===== src/rtl/div_ctrl.sv =====
// div_ctrl: sequencing controller for the iterative 32-cycle radix-2 divider.
// Owns HI/LO, accepts DIV/DIVU/MTHI/MTLO, pulses the divider start, holds its
// operands, commits quotient/remainder, stalls MFHI/MFLO while busy and
// abandons a division on pipeline flush.
// Optional feature macro: DIV_CTRL_ZERO_FAST_EN (divide-by-zero bypasses the
// divider: hi <= dividend, lo <= all ones, no busy period).
module div_ctrl (
  input  logic        clk,
  input  logic        rst,
  input  logic        op_valid,
  input  logic [1:0]  op_code,
  input  logic [31:0] op_a,
  input  logic [31:0] op_b,
  output logic        op_ready,
  input  logic        flush,
  input  logic        rd_req,
  input  logic        rd_sel,
  output logic [31:0] rd_data,
  output logic        stall,
  output logic        busy,
  output logic [31:0] hi,
  output logic [31:0] lo,
  output logic        div_start,
  output logic [31:0] div_a,
  output logic [31:0] div_b,
  output logic        div_sign,
  input  logic [31:0] div_q,
  input  logic [31:0] div_r,
  input  logic        div_done
);

  localparam logic [1:0] OP_DIV  = 2'b00;
  localparam logic [1:0] OP_DIVU = 2'b01;
  localparam logic [1:0] OP_MTHI = 2'b10;
  localparam logic [1:0] OP_MTLO = 2'b11;

  typedef enum logic [1:0] {
    IDLE  = 2'b00,
    START = 2'b01,
    RUN   = 2'b10
  } state_t;

  state_t      state_q, state_d;
  logic [31:0] hi_q, hi_d;
  logic [31:0] lo_q, lo_d;
  logic [31:0] div_a_q, div_a_d;
  logic [31:0] div_b_q, div_b_d;
  logic        div_sign_q, div_sign_d;

  // Divide-by-zero shortcut only exists when the feature macro is defined.
  logic        zero_fast;
`ifdef DIV_CTRL_ZERO_FAST_EN
  assign zero_fast = (op_b == 32'd0);
`else
  assign zero_fast = 1'b0;
`endif

  // The divider negates its remainder whenever the live dividend has bit 31
  // set; for unsigned division that must be undone at commit time.
  logic [31:0] rem_fixed;
  assign rem_fixed = (!div_sign_q && div_a_q[31]) ? (~div_r + 32'd1) : div_r;

  // State and architectural register update, async active-high reset.
  always_ff @(posedge clk or posedge rst) begin
    if (rst) begin
      state_q    <= IDLE;
      hi_q       <= 32'd0;
      lo_q       <= 32'd0;
      div_a_q    <= 32'd0;
      div_b_q    <= 32'd0;
      div_sign_q <= 1'b0;
    end else begin
      state_q    <= state_d;
      hi_q       <= hi_d;
      lo_q       <= lo_d;
      div_a_q    <= div_a_d;
      div_b_q    <= div_b_d;
      div_sign_q <= div_sign_d;
    end
  end

  // Next-state, acceptance, start pulse and commit logic.
  always_comb begin
    state_d    = state_q;
    hi_d       = hi_q;
    lo_d       = lo_q;
    div_a_d    = div_a_q;
    div_b_d    = div_b_q;
    div_sign_d = div_sign_q;
    op_ready   = 1'b0;
    div_start  = 1'b0;
    case (state_q)
      IDLE: begin
        // flush has priority over an incoming op: nothing is accepted
        op_ready = ~flush;
        if (op_valid && !flush) begin
          case (op_code)
            OP_DIV, OP_DIVU: begin
              if (zero_fast) begin
                hi_d = op_a;
                lo_d = 32'hFFFF_FFFF;
              end else begin
                div_a_d    = op_a;
                div_b_d    = op_b;
                div_sign_d = (op_code == OP_DIV);
                state_d    = START;
              end
            end
            OP_MTHI: hi_d = op_a;
            OP_MTLO: lo_d = op_a;
            default: ;
          endcase
        end
      end
      START: begin
        // div_done may be stale-high from the previous op here, so ignore it
        div_start = 1'b1;
        state_d   = flush ? IDLE : RUN;
      end
      RUN: begin
        // flush beats div_done: abandon without committing
        if (flush) begin
          state_d = IDLE;
        end else if (div_done) begin
          lo_d    = div_q;
          hi_d    = rem_fixed;
          state_d = IDLE;
        end
      end
      default: state_d = IDLE;
    endcase
  end

  assign busy     = (state_q != IDLE);
  assign stall    = rd_req & busy;
  assign rd_data  = rd_sel ? hi_q : lo_q;
  assign hi       = hi_q;
  assign lo       = lo_q;
  assign div_a    = div_a_q;
  assign div_b    = div_b_q;
  assign div_sign = div_sign_q;

endmodule


===== config.mk =====
export PLATFORM = sky130hd
export DESIGN_NAME = div_ctrl
export DESIGN_NICKNAME = d
export VERILOG_FILES = /design/src/rtl/div_ctrl.sv
export SDC_FILE = /design/constraint.sdc
export NUM_CORES = 1
export LEC_CHECK = 0
export CAP_MARGIN = 20
export CORE_ASPECT_RATIO = 1.5
export CORE_MARGIN = 2
export CORE_UTILIZATION = 46
export DETAILED_ROUTE_END_ITERATION = 16
export PLACE_DENSITY = 0.87
export SETUP_SLACK_MARGIN = 0.15
export SLEW_MARGIN = 25
export SYNTH_ARGS = -nofsm -noshare
export SYNTH_HDL_FRONTEND = slang
export SYNTH_SLANG_ARGS = --single-unit

===== constraint.sdc =====
create_clock -name clk -period 8.9 [get_ports clk]
set_input_delay 0.89 -clock clk [delete_from_list [all_inputs] [get_ports clk]]
set_output_delay 0.89 -clock clk [all_outputs]
set_load 0.03 [all_outputs]

# Word level (Yosys, flattened, before mapping)
# Index checks and enable logic that the tools add are counted.
totals:
  ff_bits: 131
  output_inout_bits: 165
  inputBits: 137
  word_cells: 55
classes:
  n_mux: 20
  bitwise: 3
  n_reduce_logical: 13
  n_eq_ne: 12
  n_addsub: 1
op_table:
  columns: ["op", "n"]
  rows:
  - ["$mux W32", 10]
  - ["$pmux W32 S2", 2]
  - ["$add A32 B1 Y32 const B", 1]
  - ["$not A32 Y32", 1]
  - ["$mux W2", 5]
  - ["$reduce_and A5 Y1", 2]
  - ["$eq A2 B2 Y1 const B", 3]
  - ["$ne A2 B1 Y1 const B", 3]
  - ["$ne A2 B2 Y1 const B", 3]
  - ["$pmux W2 S3", 1]
  - ["$reduce_and A3 Y1", 2]
  - ["$eq A2 B1 Y1 const B", 2]
  - ["$logic_not A2 Y1", 2]
  - ["$reduce_bool A2 Y1", 2]
  - ["$ne A3 B3 Y1 const B", 1]
  - ["$logic_and A1 B1 Y1", 2]
  - ["$logic_not A1 Y1", 2]
  - ["$mux W1", 2]
  - ["$reduce_or A2 Y1", 1]
  - ["$and A1 B1 Y1", 1]
  - ["$not A1 Y1", 1]

# Depth between registers and ports, before layout
depth:
  depth_word: 6
  depth_mapped: 7
  mapped_depth_nobuf: 7

# Worst setup path after synthesis
# Ideal clock, no wire load.
synth_path:
  path_kind: "input port to output port"
  start: "input rd_sel"
  end: "output rd_data[10]"
  path_slack_ns: 6.107
  required_ns: 8.010
  t_arrival_ns: 1.903
  path_stages: 3
  n_path_buf: 2
  cell_sequence: "clkbuf_1 > buf_1 > mux2_1"
synth_between:
  elab_chain_len: 1
synth_rtl:
  columns: ["element", "line_no", "source"]
  rows:
  - ["from (decl)", "17", "input logic rd_sel,"]
  - ["$mux W32", "136", "assign rd_data = rd_sel ? hi_q : lo_q;"]
  - ["to (decl)", "18", "output logic [31:0] rd_data,"]
# Every way passes these cells.

# Worst setup path after layout
layout_path:
  start: "input rd_sel"
  end: "output rd_data[19]"
# Same word-level chain as after synthesis.

==> results_dict.tcl <==
set metrics [dict create \
    status "finished, final reports clean" \
    utilization 0.7257 \
    antenna_found_initial 0 \
    fin_skew_ps 9.167 \
    final_common_cell "clkdlybuf4s50_1" \
    ant_nets 0 \
    port_buffers 301 \
    viasPerCell 5.543 \
    dieArea_sq_mm 0.01574 \
    fin_cells 1231 \
    clock_latency_ps 420 \
    rows 54 \
    fin_tns_setup_ps 0 \
    grt_start_max_net_pins 86 \
    path_max_fanout 32 \
    num_vias 6824 \
    start_util 0.4687 \
    grtUsageMet2 0.5445 \
    placedCellCount 1198 \
    hp-class "reg -> reg" \
    drt-wirelength-per-cell_um 19.60 \
    finalSetupViolCount 0 \
    yosys_warnings 0 \
    vdd_ir_drop_max_mv 0.1583 \
    coreArea_sq_mm 0.01446 \
    first_pass_iters 5 \
    fin_hold_ws_ps 472.8 \
    cellPowerDensity_mw_per_mm2 255.4 \
    synth-seq-cells 131 \
    ctsResizeCount 0 \
    gp_congestion 0.8651 \
    place_hpwl_mm 16.88 \
    required_ps 8010 \
    worst_slack_ps 5412 \
    grt_pass1_wl_mm 37.39 \
    synth_edf_count 0 \
    clk_pin_slew_ps 60 \
    critPathCaptureType "output pin" \
    p_sw_mw 1.047 \
    internal_power_mw 1.633 \
    hold_viol 0 \
    die_x_um 103.1 \
    drv_slew 0 \
    multi_input_area_sq_mm 0.003274 \
    synth_cell_types 63 \
    relSlewSlack 0.2933 \
    seq_power_share 0.316 \
    grt_setup_unrepaired "false" \
    synth_area_sq_mm 0.006776 \
    syn_avg_cell_area_sq_um 9.145 \
    n_fill_cell 1076 \
    postCtsSetupBuffers 0 \
    drive_gt1_frac 0.06667 \
    fin_area_sq_mm 0.01049 \
    grt_overflow 0 \
    crit_type "in -> out" \
    power_mw 2.680 \
    final-seq-area_sq_mm 0.003278 \
    drc 0 \
    final_cell_mix "300 x clkdlybuf4s50_1, 224 x nand2_1, 131 x dfrtp_1" \
    synth_cells 741 \
    cp.arrival_ps 2600 \
    period_needed_ps 3488 \
    grt_use_met1 0.3527 \
    p_sw_frac 0.3906 \
    wl_mm 24.13 \
    synthArstFlopShare 1.000 \
    busiest_layer "met2" \
    numCtsBuffers 17 \
    cts.path.max_buffers 2 \
    worstMarginPinSlew_ps 1060 \
    p_clk_frac 0.273 \
    die_h_um 152.7 \
    root_buffer "clkbuf_16" \
    track_usage 0.3087 \
    diodes 0 \
    syn_nets 879 \
    drv_cap 0 \
    finish.net_count 1160 \
    leakagePower_nw 4.525 \
    worstSetupStartpointType "primary input" \
    comb_power_share 0.412 \
    drtIter0Drc 449 \
    cts_tree "yes" \
    htree_levels 4 \
    clock-sinks 131 \
    cts_hold_buf 0 \
    ys_seq_area_frac 0.4838 \
    grt_pass1_vias 6963 \
    place_area_sq_mm 0.009867 \
    fmax_mhz 286.7 \
    use_met3 0.07385 \
    dp_slack_ps 5401 \
    synth_top_flop_cell "dfrtp_1" \
    io_pins 302 \
    r2r_setup_slack_ps 6430 \
    synthToLayoutAreaGrowth_pct 54.84 \
    fin_crit_sh 0.3919 \
]
-- cell type report --
type,instances,area share
Clock inverter,14,0.01574
Tap cell,196,0.02337
Timing Repair Buffer,306,0.2914
Inverter,7,0.003100
Clock buffer,18,0.04186
Multi-Input combinational cell,559,0.3121
Sequential cell,131,0.3124
-- critical path, stage by stage --
cell	delay, ps
buf_2	660
mux2_2	420
clkdlybuf4s50_1	600
-- routing by layer --
layer / part of all wire / routed length [um]
met1: 0.37 / 8885
met2: 0.53 / 12850
met3: 0.068 / 1634
met4: 0.031 / 760
met5: 0 / 0
-- final timing paths --
kind                            cells after the start           to        from
worst max-delay path                                3  rd_data[19]      rd_sel
worst min-delay path                                2    div_a[28]   div_a[28]
worst max register to register                      5       hi[27]  state_q[0]
worst min register to register                      2    div_a[28]   div_a[28]
max in group asynchronous                           3     div_a[5]         rst
min in group asynchronous                           2     div_b[4]         rst
-- synthesized netlist by cell type, types with 3 or more instances --
| master | number | area share |
|---|---|---|
| nand4_1 | 4 | 0.0037 |
| buf_1 | 9 | 0.0050 |
| o221ai_1 | 3 | 0.0039 |
| o21ai_1 | 42 | 0.031 |
| mux2_1 | 35 | 0.058 |
| mux2i_1 | 27 | 0.040 |
| mux2_2 | 9 | 0.015 |
| a221oi_1 | 3 | 0.0039 |
| or3_1 | 3 | 0.0028 |
| o22ai_1 | 8 | 0.0074 |
| nor4_1 | 4 | 0.0037 |
| and3_1 | 6 | 0.0055 |
| nor3_1 | 10 | 0.0074 |
| a31oi_1 | 7 | 0.0065 |
| and2_1 | 3 | 0.0028 |
| a21oi_1 | 29 | 0.021 |
| nor2_1 | 47 | 0.026 |
| nor4_2 | 3 | 0.0055 |
| nand2b_1 | 3 | 0.0028 |
| o21ai_0 | 9 | 0.0066 |
| nor2b_1 | 4 | 0.0037 |
| inv_1 | 6 | 0.0033 |
| xor2_1 | 16 | 0.021 |
| buf_2 | 5 | 0.0037 |
| nand3_1 | 14 | 0.010 |
| clkbuf_1 | 25 | 0.014 |
| a21o_1 | 7 | 0.0078 |
| nand2_1 | 224 | 0.12 |
| dfrtp_1 | 131 | 0.48 |
-- kinds of logic after synthesis --
kind of cell | synth area share
simple gates | 0.2275
flops | 0.4838
compound gates | 0.1160
mux | 0.1130
buf+inv | 0.03471
xor+xnor | 0.02326
fa+ha+maj | 0.001846
-- sequential cells by signal, indices dropped and copies added (netlist names) --
signal    cells
lo           32
hi           32
div_a        32
div_b        32
state_q       2
div_sign      1
-- power groups by stage --
stage	clock (mW)	sequential (mW)	combinational (mW)
after floorplan	0	1.10	0.326
after global placement	0	0.847	1.08
after detailed placement	0	0.853	1.10
after CTS	0.732	0.845	1.11
after global routing	0.761	0.861	1.16
final	0.731	0.846	1.10
No activity file was read; power rests on OpenSTA's default activity.
